**config.mk**
```make
export PLATFORM = sky130hd
export DESIGN_NAME = uart_tx_fifo_flat
export DESIGN_NICKNAME = d
export VERILOG_FILES = /design/src/rtl/uart_tx_fifo_if.sv /design/src/rtl/uart_tx_fifo.sv /design/src/flat_wrapper.sv
export SDC_FILE = /design/constraint.sdc
export NUM_CORES = 1
export LEC_CHECK = 0
export CORE_MARGIN = 8
export CORE_UTILIZATION = 30
export DETAILED_ROUTE_END_ITERATION = 8
export SYNTH_ARGS = -nofsm -noshare
export SYNTH_HDL_FRONTEND = slang
export SYNTH_SLANG_ARGS = --single-unit
```
**constraint.sdc**
```tcl
create_clock -name i_Clock -period 6.1 [get_ports i_Clock]
set_input_delay 0.61 -clock i_Clock [delete_from_list [all_inputs] [get_ports i_Clock]]
set_output_delay 0.61 -clock i_Clock [all_outputs]
set_load 0.1 [all_outputs]
```
**src/rtl/uart_tx_fifo_if.sv**
```systemverilog
`default_nettype none
// ============================================================================
// Module  : uart_tx_fifo_if
// Brief   : Producer-side word handshake into the FIFO-backed UART transmitter.
// Revision: 1.0
// ============================================================================
interface uart_tx_fifo_if #(
  parameter int DATA_BITS = 8
);
  logic                 i_Tx_DV;
  logic [DATA_BITS-1:0] i_Tx_Byte;
  logic                 o_Tx_Ready;

  modport master (output i_Tx_DV, output i_Tx_Byte, input o_Tx_Ready);
  modport slave  (input i_Tx_DV, input i_Tx_Byte, output o_Tx_Ready);
endinterface
`default_nettype wire

```
**src/rtl/uart_tx_fifo.sv**
```systemverilog
`default_nettype none
// ============================================================================
// Module  : uart_tx_fifo
// Brief   : UART transmitter with input FIFO, optional parity, 1/2 stop bits.
// Revision: 1.0
// ============================================================================
module uart_tx_fifo #(
  parameter int CLKS_PER_BIT = 434,
  parameter int DATA_BITS    = 8,
  parameter int PARITY_MODE  = 0,
  parameter int STOP_BITS    = 1,
  parameter int FIFO_DEPTH   = 16
) (
  input  wire logic                        i_Clock,
  input  wire logic                        i_rst,
  uart_tx_fifo_if.slave                    tx_if,
  output logic                             o_Tx_Serial,
  output logic                             o_Tx_Active,
  output logic                             o_Tx_Done,
  output logic                             o_Overflow,
  output logic [$clog2(FIFO_DEPTH):0]      o_Fifo_Count
);

  localparam int                  c_AW      = $clog2(FIFO_DEPTH);
  localparam int                  c_CW      = $clog2(CLKS_PER_BIT);
  localparam logic [c_CW-1:0]     c_CNT_MAX = c_CW'(CLKS_PER_BIT - 1);
  localparam logic [c_AW:0]       c_FULL    = (c_AW + 1)'(FIFO_DEPTH);
  localparam logic [3:0]          c_DATA_LAST = 4'(DATA_BITS - 1);
  localparam logic [3:0]          c_STOP_LAST = 4'(STOP_BITS - 1);

  typedef enum logic [2:0] {
    S_IDLE   = 3'd0,
    S_START  = 3'd1,
    S_DATA   = 3'd2,
    S_PARITY = 3'd3,
    S_STOP   = 3'd4
  } state_t;

  // FIFO storage and bookkeeping
  logic [DATA_BITS-1:0] r_mem [FIFO_DEPTH];
  logic [c_AW-1:0]      r_wr_ptr;
  logic [c_AW-1:0]      r_rd_ptr;
  logic [c_AW:0]        r_count;
  logic                 r_ready;
  logic                 r_overflow;

  // Serialiser state
  state_t               r_state;
  logic [c_CW-1:0]      r_clk_cnt;
  logic [3:0]           r_bit_idx;
  logic [DATA_BITS-1:0] r_shift;
  logic                 r_parity;
  logic                 r_serial;
  logic                 r_active;
  logic                 r_done;

  state_t               w_state_next;
  logic [c_CW-1:0]      w_clk_cnt_next;
  logic [3:0]           w_bit_idx_next;
  logic [DATA_BITS-1:0] w_shift_next;
  logic                 w_parity_next;
  logic                 w_serial_next;
  logic                 w_pop;
  logic                 w_done;
  logic                 w_wr;
  logic                 w_bit_end;
  logic                 w_fifo_nempty;
  logic [DATA_BITS-1:0] w_head;
  logic                 w_head_parity;
  logic [c_AW:0]        w_count_next;

  assign w_wr          = tx_if.i_Tx_DV & r_ready;
  assign w_fifo_nempty = (r_count != '0);
  assign w_head        = r_mem[r_rd_ptr];
  // Odd mode inverts the XOR so data plus parity carries an odd number of ones.
  assign w_head_parity = (PARITY_MODE == 1) ? ~(^w_head) : (^w_head);
  assign w_bit_end     = (r_clk_cnt == c_CNT_MAX);

  always_comb begin
    w_count_next = r_count;
    if (w_wr && !w_pop) begin
      w_count_next = r_count + 1'b1;
    end else if (!w_wr && w_pop) begin
      w_count_next = r_count - 1'b1;
    end
  end

  always_ff @(posedge i_Clock) begin
    if (w_wr) begin
      r_mem[r_wr_ptr] <= tx_if.i_Tx_Byte;
    end
  end

  always_ff @(posedge i_Clock) begin
    if (i_rst) begin
      r_wr_ptr   <= '0;
      r_rd_ptr   <= '0;
      r_count    <= '0;
      r_ready    <= 1'b1;
      r_overflow <= 1'b0;
    end else begin
      if (w_wr) begin
        r_wr_ptr <= r_wr_ptr + 1'b1;
      end
      if (w_pop) begin
        r_rd_ptr <= r_rd_ptr + 1'b1;
      end
      r_count    <= w_count_next;
      r_ready    <= (w_count_next != c_FULL);
      r_overflow <= tx_if.i_Tx_DV & ~r_ready;
    end
  end

  always_comb begin
    w_state_next   = r_state;
    w_clk_cnt_next = w_bit_end ? '0 : r_clk_cnt + 1'b1;
    w_bit_idx_next = r_bit_idx;
    w_shift_next   = r_shift;
    w_parity_next  = r_parity;
    w_pop          = 1'b0;
    w_done         = 1'b0;
    unique case (r_state)
      S_IDLE: begin
        w_clk_cnt_next = '0;
        if (w_fifo_nempty) begin
          w_pop         = 1'b1;
          w_shift_next  = w_head;
          w_parity_next = w_head_parity;
          w_state_next  = S_START;
        end
      end
      S_START: begin
        if (w_bit_end) begin
          w_bit_idx_next = '0;
          w_state_next   = S_DATA;
        end
      end
      S_DATA: begin
        if (w_bit_end) begin
          w_shift_next = r_shift >> 1;
          if (r_bit_idx == c_DATA_LAST) begin
            w_bit_idx_next = '0;
            w_state_next   = (PARITY_MODE != 0) ? S_PARITY : S_STOP;
          end else begin
            w_bit_idx_next = r_bit_idx + 1'b1;
          end
        end
      end
      S_PARITY: begin
        if (w_bit_end) begin
          w_bit_idx_next = '0;
          w_state_next   = S_STOP;
        end
      end
      S_STOP: begin
        if (w_bit_end) begin
          if (r_bit_idx == c_STOP_LAST) begin
            w_done         = 1'b1;
            w_bit_idx_next = '0;
            // Chain straight into the next start bit so frames stay gap-free.
            if (w_fifo_nempty) begin
              w_pop         = 1'b1;
              w_shift_next  = w_head;
              w_parity_next = w_head_parity;
              w_state_next  = S_START;
            end else begin
              w_state_next  = S_IDLE;
            end
          end else begin
            w_bit_idx_next = r_bit_idx + 1'b1;
          end
        end
      end
      default: begin
        w_state_next   = S_IDLE;
        w_clk_cnt_next = '0;
      end
    endcase
  end

  always_comb begin
    w_serial_next = 1'b1;
    unique case (w_state_next)
      S_START:  w_serial_next = 1'b0;
      S_DATA:   w_serial_next = w_shift_next[0];
      S_PARITY: w_serial_next = w_parity_next;
      default:  w_serial_next = 1'b1;
    endcase
  end

  always_ff @(posedge i_Clock) begin
    if (i_rst) begin
      r_state   <= S_IDLE;
      r_clk_cnt <= '0;
      r_bit_idx <= '0;
      r_shift   <= '0;
      r_parity  <= 1'b0;
      r_serial  <= 1'b1;
      r_active  <= 1'b0;
      r_done    <= 1'b0;
    end else begin
      r_state   <= w_state_next;
      r_clk_cnt <= w_clk_cnt_next;
      r_bit_idx <= w_bit_idx_next;
      r_shift   <= w_shift_next;
      r_parity  <= w_parity_next;
      r_serial  <= w_serial_next;
      r_active  <= (w_state_next != S_IDLE);
      r_done    <= w_done;
    end
  end

  assign tx_if.o_Tx_Ready = r_ready;
  assign o_Tx_Serial      = r_serial;
  assign o_Tx_Active      = r_active;
  assign o_Tx_Done        = r_done;
  assign o_Overflow       = r_overflow;
  assign o_Fifo_Count     = r_count;

endmodule
`default_nettype wire

```
**src/flat_wrapper.sv**
```systemverilog
// flat-port wrapper written by rule: the top's interface ports become plain ports
module uart_tx_fifo_flat 
#(
  parameter int CLKS_PER_BIT = 434,
  parameter int DATA_BITS    = 8,
  parameter int PARITY_MODE  = 0,
  parameter int STOP_BITS    = 1,
  parameter int FIFO_DEPTH   = 16
)
  (i_Clock, i_rst, o_Tx_Serial, o_Tx_Active, o_Tx_Done, o_Overflow, o_Fifo_Count, tx_if_i_Tx_DV, tx_if_i_Tx_Byte, tx_if_o_Tx_Ready);
  uart_tx_fifo_if #(.DATA_BITS(DATA_BITS)) tx_if_i ();
  input  wire logic i_Clock;
  input  wire logic i_rst;
  output logic o_Tx_Serial;
  output logic o_Tx_Active;
  output logic o_Tx_Done;
  output logic o_Overflow;
  output logic [$clog2(FIFO_DEPTH):0] o_Fifo_Count;
  input wire logic [$bits(tx_if_i.i_Tx_DV)-1:0] tx_if_i_Tx_DV;
  input wire logic [$bits(tx_if_i.i_Tx_Byte)-1:0] tx_if_i_Tx_Byte;
  output wire logic [$bits(tx_if_i.o_Tx_Ready)-1:0] tx_if_o_Tx_Ready;
  assign tx_if_i.i_Tx_DV = tx_if_i_Tx_DV;
  assign tx_if_i.i_Tx_Byte = tx_if_i_Tx_Byte;
  assign tx_if_o_Tx_Ready = tx_if_i.o_Tx_Ready;
  uart_tx_fifo #(.CLKS_PER_BIT(CLKS_PER_BIT), .DATA_BITS(DATA_BITS), .PARITY_MODE(PARITY_MODE), .STOP_BITS(STOP_BITS), .FIFO_DEPTH(FIFO_DEPTH)) u_core (.i_Clock(i_Clock), .i_rst(i_rst), .tx_if(tx_if_i), .o_Tx_Serial(o_Tx_Serial), .o_Tx_Active(o_Tx_Active), .o_Tx_Done(o_Tx_Done), .o_Overflow(o_Overflow), .o_Fifo_Count(o_Fifo_Count));
endmodule
```
==> results by group, run 1 <==
Route
  • # DRC: 0
  • Via density per instance: 4.77
  • ANT nets after route: 0
  • DRT iter0 DRCs: 312
  • Drt pass-1 iters: 4
  • Final WL: 14.4 mm
  • DR vias: 3,965
  • Wire per inst: 17.3 um

Logic synthesis
  • Yosys warns: 0
  • #FFs+latches synth: 175
  • Primary FF master, synth: edfxtp_1
  • Number of synthesized flops with an enable pin: 128
  • Register area share after synthesis: 0.669
  • Mean Syn Cell Area: 14.8 um^2
  • Synth cell types: 49
  • Synthesized instance count: 484
  • Synth async-reset ratio: 0
  • Mapped Area: 7160 um^2
  • Synth Net Count: 507

Clock tree
  • Post-cts resize count: 0
  • CTS tree: yes
  • Clk_lat worst skew: 420 ps
  • Post-cts hold buffer count: 0
  • CTS max path bufs: 2
  • Cts bufs inserted: 17
  • Clock root cell: clkbuf_16
  • Sink Count: 175
  • Post-CTS Repair Setup Buffers: 0
  • H-Tree Level Count: 4
  • Clock slew at reported path FFs: 60 ps

Power and ir drop
  • Seq pwr share: 0.420
  • Switch share: 0.330
  • Tot Pwr: 3530 uW
  • Clk network pwr share: 0.285
  • Logic pwr share: 0.296
  • Worst vdd ir: 0.230 mV
  • Pleak: 0.00259 uW
  • Net switching power: 1170 uW
  • Int Pwr: 2370 uW
  • PD cells: 431 nW/um^2

Worst setup path
  • Setup CP Type: flip-flop to output pin
  • Kind of cell adding the most delay to the critical path: buffers and inverters
  • Largest stage delay on the critical path: 1200 ps
  • CP Capture Type: output pin
  • Worst-path cell chain: clkdlybuf4s50_1
  • Slowest-stage cell, CP: clkdlybuf4s50_1
  • Worst Path Required: 5490 ps
  • Crit path DAT: 2120 ps
  • WP depth: 1
  • WP buf/inv: 1
  • Critical Path Start Type: flip-flop
  • CP Max Fanout: 8
  • FF-to-FF path depth: 8

Layout
  • Nets: 526
  • Commonest cells after routing, fill and taps aside: edfxtp_1, nor2_1, dfxtp_1
  • Share of cells above drive strength 1: 0.146
  • Commonest non-fill, non-tap cell in the layout: edfxtp_1
  • Fillers: 2,236
  • Final Cell Area: 8200 um^2
  • Area Overhead vs Synth: 14.6%
  • Ant diodes: 0

Placed design
  • Worst slack, placed: 3070 ps
  • Area after DPL: 7660 um^2
  • DP HPWL: 9.51 mm
  • Routability cong.: 0.770
  • Port bufs: 20

Timing
  • Setup_tns: 0 ps
  • Final period utilization: 0.447
  • Worst setup margin: 3370 ps
  • RSZ-0062 raised after global routing: false
  • Final Hold Viols: 0
  • Hold WS: 457 ps
  • Max Fclk: 367 MHz
  • Slew headroom: 0.207
  • Layout Skew: 12.9 ps
  • Worst slew pin tran: 1180 ps
  • Count of final setup violators: 0
  • Crit path time final: 2730 ps
  • Final-report max-slew violation count: 0

GRT
  • Antenna violations before repair: 0
  • Largest net degree at the start of global routing: 34
  • First-pass GRT wire length: 22.7 mm
  • Vias in the first global route: 4,089
  • Total GRT Usage: 0.104
  • Remaining global-route overflow: 0

Worst hold path
  • Worst Hold Depth: 2
  • Min-Delay Path Class: flip-flop to flip-flop

Floorplan
  • Die Y: 170 um
  • Core area: 23,500 um^2
  • Die ar.: 29,000 um^2
  • I/O Pins: 21
  • Starting Density: 0.305
  • Std cell rows: 56
  • Die extent in x: 170 um

Outcome
  • Status: finished clean

Run
  • Max Cap Viol: 0
-- synthesized netlist by cell type, types with 3 or more instances --
cell type  count  area (um^2)
dfxtp_1       47          941
mux4_2        32          721
a211oi_1       4         30.0
nand2b_1       4         25.0
ha_1          12          150
a31oi_1        4         25.0
a21oi_1       17         85.1
nor2b_1        4         25.0
a22oi_1       23          173
buf_2          4         20.0
xnor2_1       15          131
nor3b_1        3         22.5
nor2_1        53          199
or3_1          6         37.5
nand4_1        4         25.0
inv_1         11         41.3
clkbuf_1      12         45.0
nor3_1        10         50.1
nand2_1       37          139
o21ai_0        4         20.0
edfxtp_1     128         3840
xor2_1         9         78.8
nand3_1        6         30.0
-- power by group through the flow --
stage          logic (uW)  registers, uW  clock network (uW)
2_1_floorplan         710           1610                   0
3_3_place_gp         1030           1500                   0
3_5_place_dp         1050           1510                   0
4_1_cts              1060           1480                1030
5_1_grt              1140           1500                1070
6_report             1040           1480                1010
-- cell families (layout without fill, tap and decap cells) --
group / after synthesis / after routing / synth area share
adders and majority gates: 12 / 12 / 0.0210
DFF: 175 / 175 / 0.669
AOI/OAI and AO/OA: 65 / 65 / 0.0631
buffers and inverters: 33 / 62 / 0.0212
muxes: 33 / 33 / 0.102
and+or+nand+nor: 142 / 142 / 0.0946
xor gates and xnor gates: 24 / 24 / 0.0294
-- per-layer routing --
metal,up-vias,share of wire,track usage
met5,-,0,0
met4,0,0.0084,0.0286
met3,8,0.043,0.0320
met2,87,0.48,0.164
met1,2003,0.47,0.137
li1,1867,-,-
-- area by class of cell --
cell class | count | area (um^2) | area share
tap | 319 | 399 | 0.0487
inverter | 11 | 41.3 | 0.00504
clock inverter | 11 | 109 | 0.0133
timing repair buffer | 22 | 215 | 0.0262
clock buffer | 18 | 429 | 0.0523
sequential | 175 | 4790 | 0.584
multi-input combinational | 276 | 2220 | 0.271
-- final timing paths --
kind                   endpoint  slack [ps]                    from
max reg2reg  u_core.o_Tx_Serial        3390  u_core.o_Fifo_Count[0]
min reg2reg   u_core.r_shift[6]         460       u_core.r_shift[7]
min           u_core.r_shift[6]         460       u_core.r_shift[7]
max             o_Fifo_Count[0]        3370  u_core.o_Fifo_Count[0]
-- registers in the layout (all words and copies together), names as in the netlist, named ones only --
signal,cells
u_core.o_Fifo_Count,5
u_core.o_Overflow,1
u_core.o_Tx_Active,1
u_core.o_Tx_Done,1
u_core.o_Tx_Serial,1
u_core.r_bit_idx,4
u_core.r_clk_cnt,9
u_core.r_mem,128
u_core.r_parity,1
u_core.r_rd_ptr,4
u_core.r_shift,8
u_core.r_state,3
u_core.r_wr_ptr,4
u_core.tx_if.o_Tx_Ready,1
-- per-stage QoR --
stage,std cells,utilization
after global placement,803,0.326
final,832,0.349
after floorplan,484,-
after CTS,832,0.349
after global routing,832,0.349
after detailed placement,803,0.326
Note: power is estimated with default switching activity, not from simulation.
==> run 2, diff against run 1 <==
clock period = 2.25 ns   (was 6.1 ns; I/O delays follow)
==> run 2 against run 1 <==
Net effect:
- core utilization is 3.0 points higher
- clock-buffer cell count is 1 lower
- highest routed layer unchanged
- hold slack got worse by 31 ps
- critical path depth increased by 8
- cell count grew 6.9%
- combinational power rose to 3.6 times the previous value
- first-iteration DRC count is 13% lower
- via count up 5.5%
- clock skew is 3.4 ps lower
- sequential share of layout area decreased by 4.4 points
==> results by group, run 2 (synthesized netlist as in run 1, its figures left out) <==
Outcome
  • Status: finished clean

Worst setup path
  • FF-to-FF path depth: 9
  • Crit path DAT: 2580 ps
  • Worst reg2reg setup slack: 10 ps
  • CP Capture Type: flip-flop
  • CP Max Fanout: 6
  • Reg-to-Reg End: u_core.r_parity
  • Worst Path Required: 2590 ps
  • Critical Path Start Type: flip-flop
  • Setup CP Type: flip-flop to flip-flop

Timing
  • Worst setup margin: 13.5 ps
  • Count of final setup violators: 0
  • Worst slew pin tran: 685 ps
  • Crit path time final: 2240 ps
  • Hold WS: 426 ps
  • Max Fclk: 447 MHz
  • Final-report max-slew violation count: 0
  • Final Hold Viols: 0
  • RSZ-0062 raised after global routing: true
  • Slew headroom: 0.542
  • Final period utilization: 0.994
  • Layout Skew: 9.53 ps

Clock tree
  • Post-cts hold buffer count: 0
  • Clock root cell: clkbuf_16
  • Clock slew at reported path FFs: 70 ps
  • Clk_lat worst skew: 430 ps
  • H-Tree Level Count: 4
  • CTS tree: yes
  • CTS max path bufs: 2
  • Sink Count: 175
  • Cts bufs inserted: 17

Layout
  • Largest Register: u_core.r_mem
  • Share of cells above drive strength 1: 0.312
  • Area Overhead vs Synth: 24.3%
  • Largest regs: u_core.r_mem x128, u_core.r_clk_cnt x9, u_core.r_shift x8
  • Commonest non-fill, non-tap cell in the layout: edfxtp_1
  • Ant diodes: 0
  • Nets: 580
  • Max reg flops: 128
  • Commonest cells after routing, fill and taps aside: edfxtp_1, buf_4, nor2_1

GRT
  • First-pass GRT wire length: 23.4 mm
  • Total GRT Usage: 0.105
  • Vias in the first global route: 4,255
  • Antenna violations before repair: 0
  • Remaining global-route overflow: 0
  • Largest net degree at the start of global routing: 33

Placed design
  • DP HPWL: 9.77 mm
  • Routability cong.: 0.810
  • Port bufs: 20
  • Worst slack, placed: -110 ps

Route
  • Via density per instance: 4.70
  • Wire per inst: 16.6 um
  • Final WL: 14.8 mm
  • ANT nets after route: 0
  • Drt pass-1 iters: 4
  • DRT iter0 DRCs: 273
  • # DRC: 0
  • DR vias: 4,182

Worst hold path
  • Min-Delay Path Class: input port to flip-flop
  • Hold worst-path end: u_core.o_Overflow
  • Hold_sp: tx_if_i_Tx_DV
  • Worst Hold Depth: 2

Floorplan
  • Die Y: 170 um
  • I/O Pins: 21
  • Die ar.: 29,000 um^2
  • Die extent in x: 170 um
  • Std cell rows: 56
  • Starting Density: 0.305
  • Core area: 23,500 um^2

Power and ir drop
  • Worst vdd ir: 0.596 mV
  • Pleak: 0.00298 uW
  • PD cells: 1180 nW/um^2

Run
  • Max Cap Viol: 0
[run 2: cell count changes in the layout (fill, tap and decap cells not counted), moves of 3 or more]
cell / change
nor3_2: +4
buf_4: +57
a22oi_1: -11
nand2_1: -3
dfxtp_1: -7
dfxtp_4: +3
a22oi_2: +11
clkdlybuf4s50_1: -10
buf_12: +5
dfxtp_2: +4
nor3_1: -4
[run 2: worst max-delay path: stages, from the launching register on]
cell and delay (ps):
dfxtp_4 450, buf_12 130, buf_16 120, mux4_2 510, a22oi_1 170, nand2_1 120, xnor2_1 150, xnor2_1 200
xnor2_1 80, a211oi_1 220
[run 2: through the flow]
stage	cell area (um^2)	power, uW	setup TNS [ps]	utilization	instances
final	8890	10500	0	0.379	889
after global routing	8890	11000	-218	0.379	889
after CTS	8760	10400	0	0.373	883
after detailed placement	8050	7280	-192	0.343	847
after global placement	8050	7230	-189	0.343	847
after floorplan	7210	6360	-51.2	-	484
[run 2: routing by layer]
metal	up-vias	share of wire	wire, um	global-route usage
met4	0	0.013	192	0.0317
met2	85	0.47	6930	0.165
met1	2095	0.47	6970	0.140
li1	1987	-	-	-
met5	-	0	0	0
met3	15	0.045	661	0.0292
[run 2: power by group]
part / total, uW / internal, uW / switching, uW
sequential: 3930 / 3740 / 189
combinational: 3700 / 1740 / 1970
clock: 2860 / 1560 / 1300
[run 2: final cells by class]
| cell class | count | area, um^2 |
|---|---|---|
| Timing Repair Buffer | 76 | 682 |
| Multi-Input combinational cell | 276 | 2390 |
| Clock buffer | 17 | 425 |
| Clock inverter | 15 | 146 |
| Tap cell | 319 | 399 |
| Inverter | 11 | 43.8 |
| Sequential cell | 175 | 4800 |
| Fill cell | 2172 | 14600 |
[run 2: repair_timing]
| action | in CTS | in global routing |
|---|---|---|
| setup endpoints to repair | 2 | 13 |
| pin swaps | 6 | 15 |
| endpoints found under the hold margin | 0 | 0 |
| buffers inserted | 3 | 7 |
| cloned | 1 | 0 |
| resized for setup | 16 | 20 |
[run 2: how the worst max path moves through the flow]
stage,from,end,slack (ps),cells past startpoint
floorplan,u_core.o_Fifo_Count[0],u_core.o_Fifo_Count[3],-30,10
global placement,flip-flop,u_core.r_parity,-130,8
detailed placement,flip-flop,u_core.r_parity,-110,8
CTS,flip-flop,u_core.r_parity,4,8
global route,flip-flop,u_core.r_parity,-140,8
finish,flip-flop,u_core.r_parity,10,9
==> run 3, diff against run 2 <==
CTS_CLUSTER_DIAMETER = 200   (was unset)
==> results of run 3 <==
Final layout, timing and power as in run 2 (identical DEF).
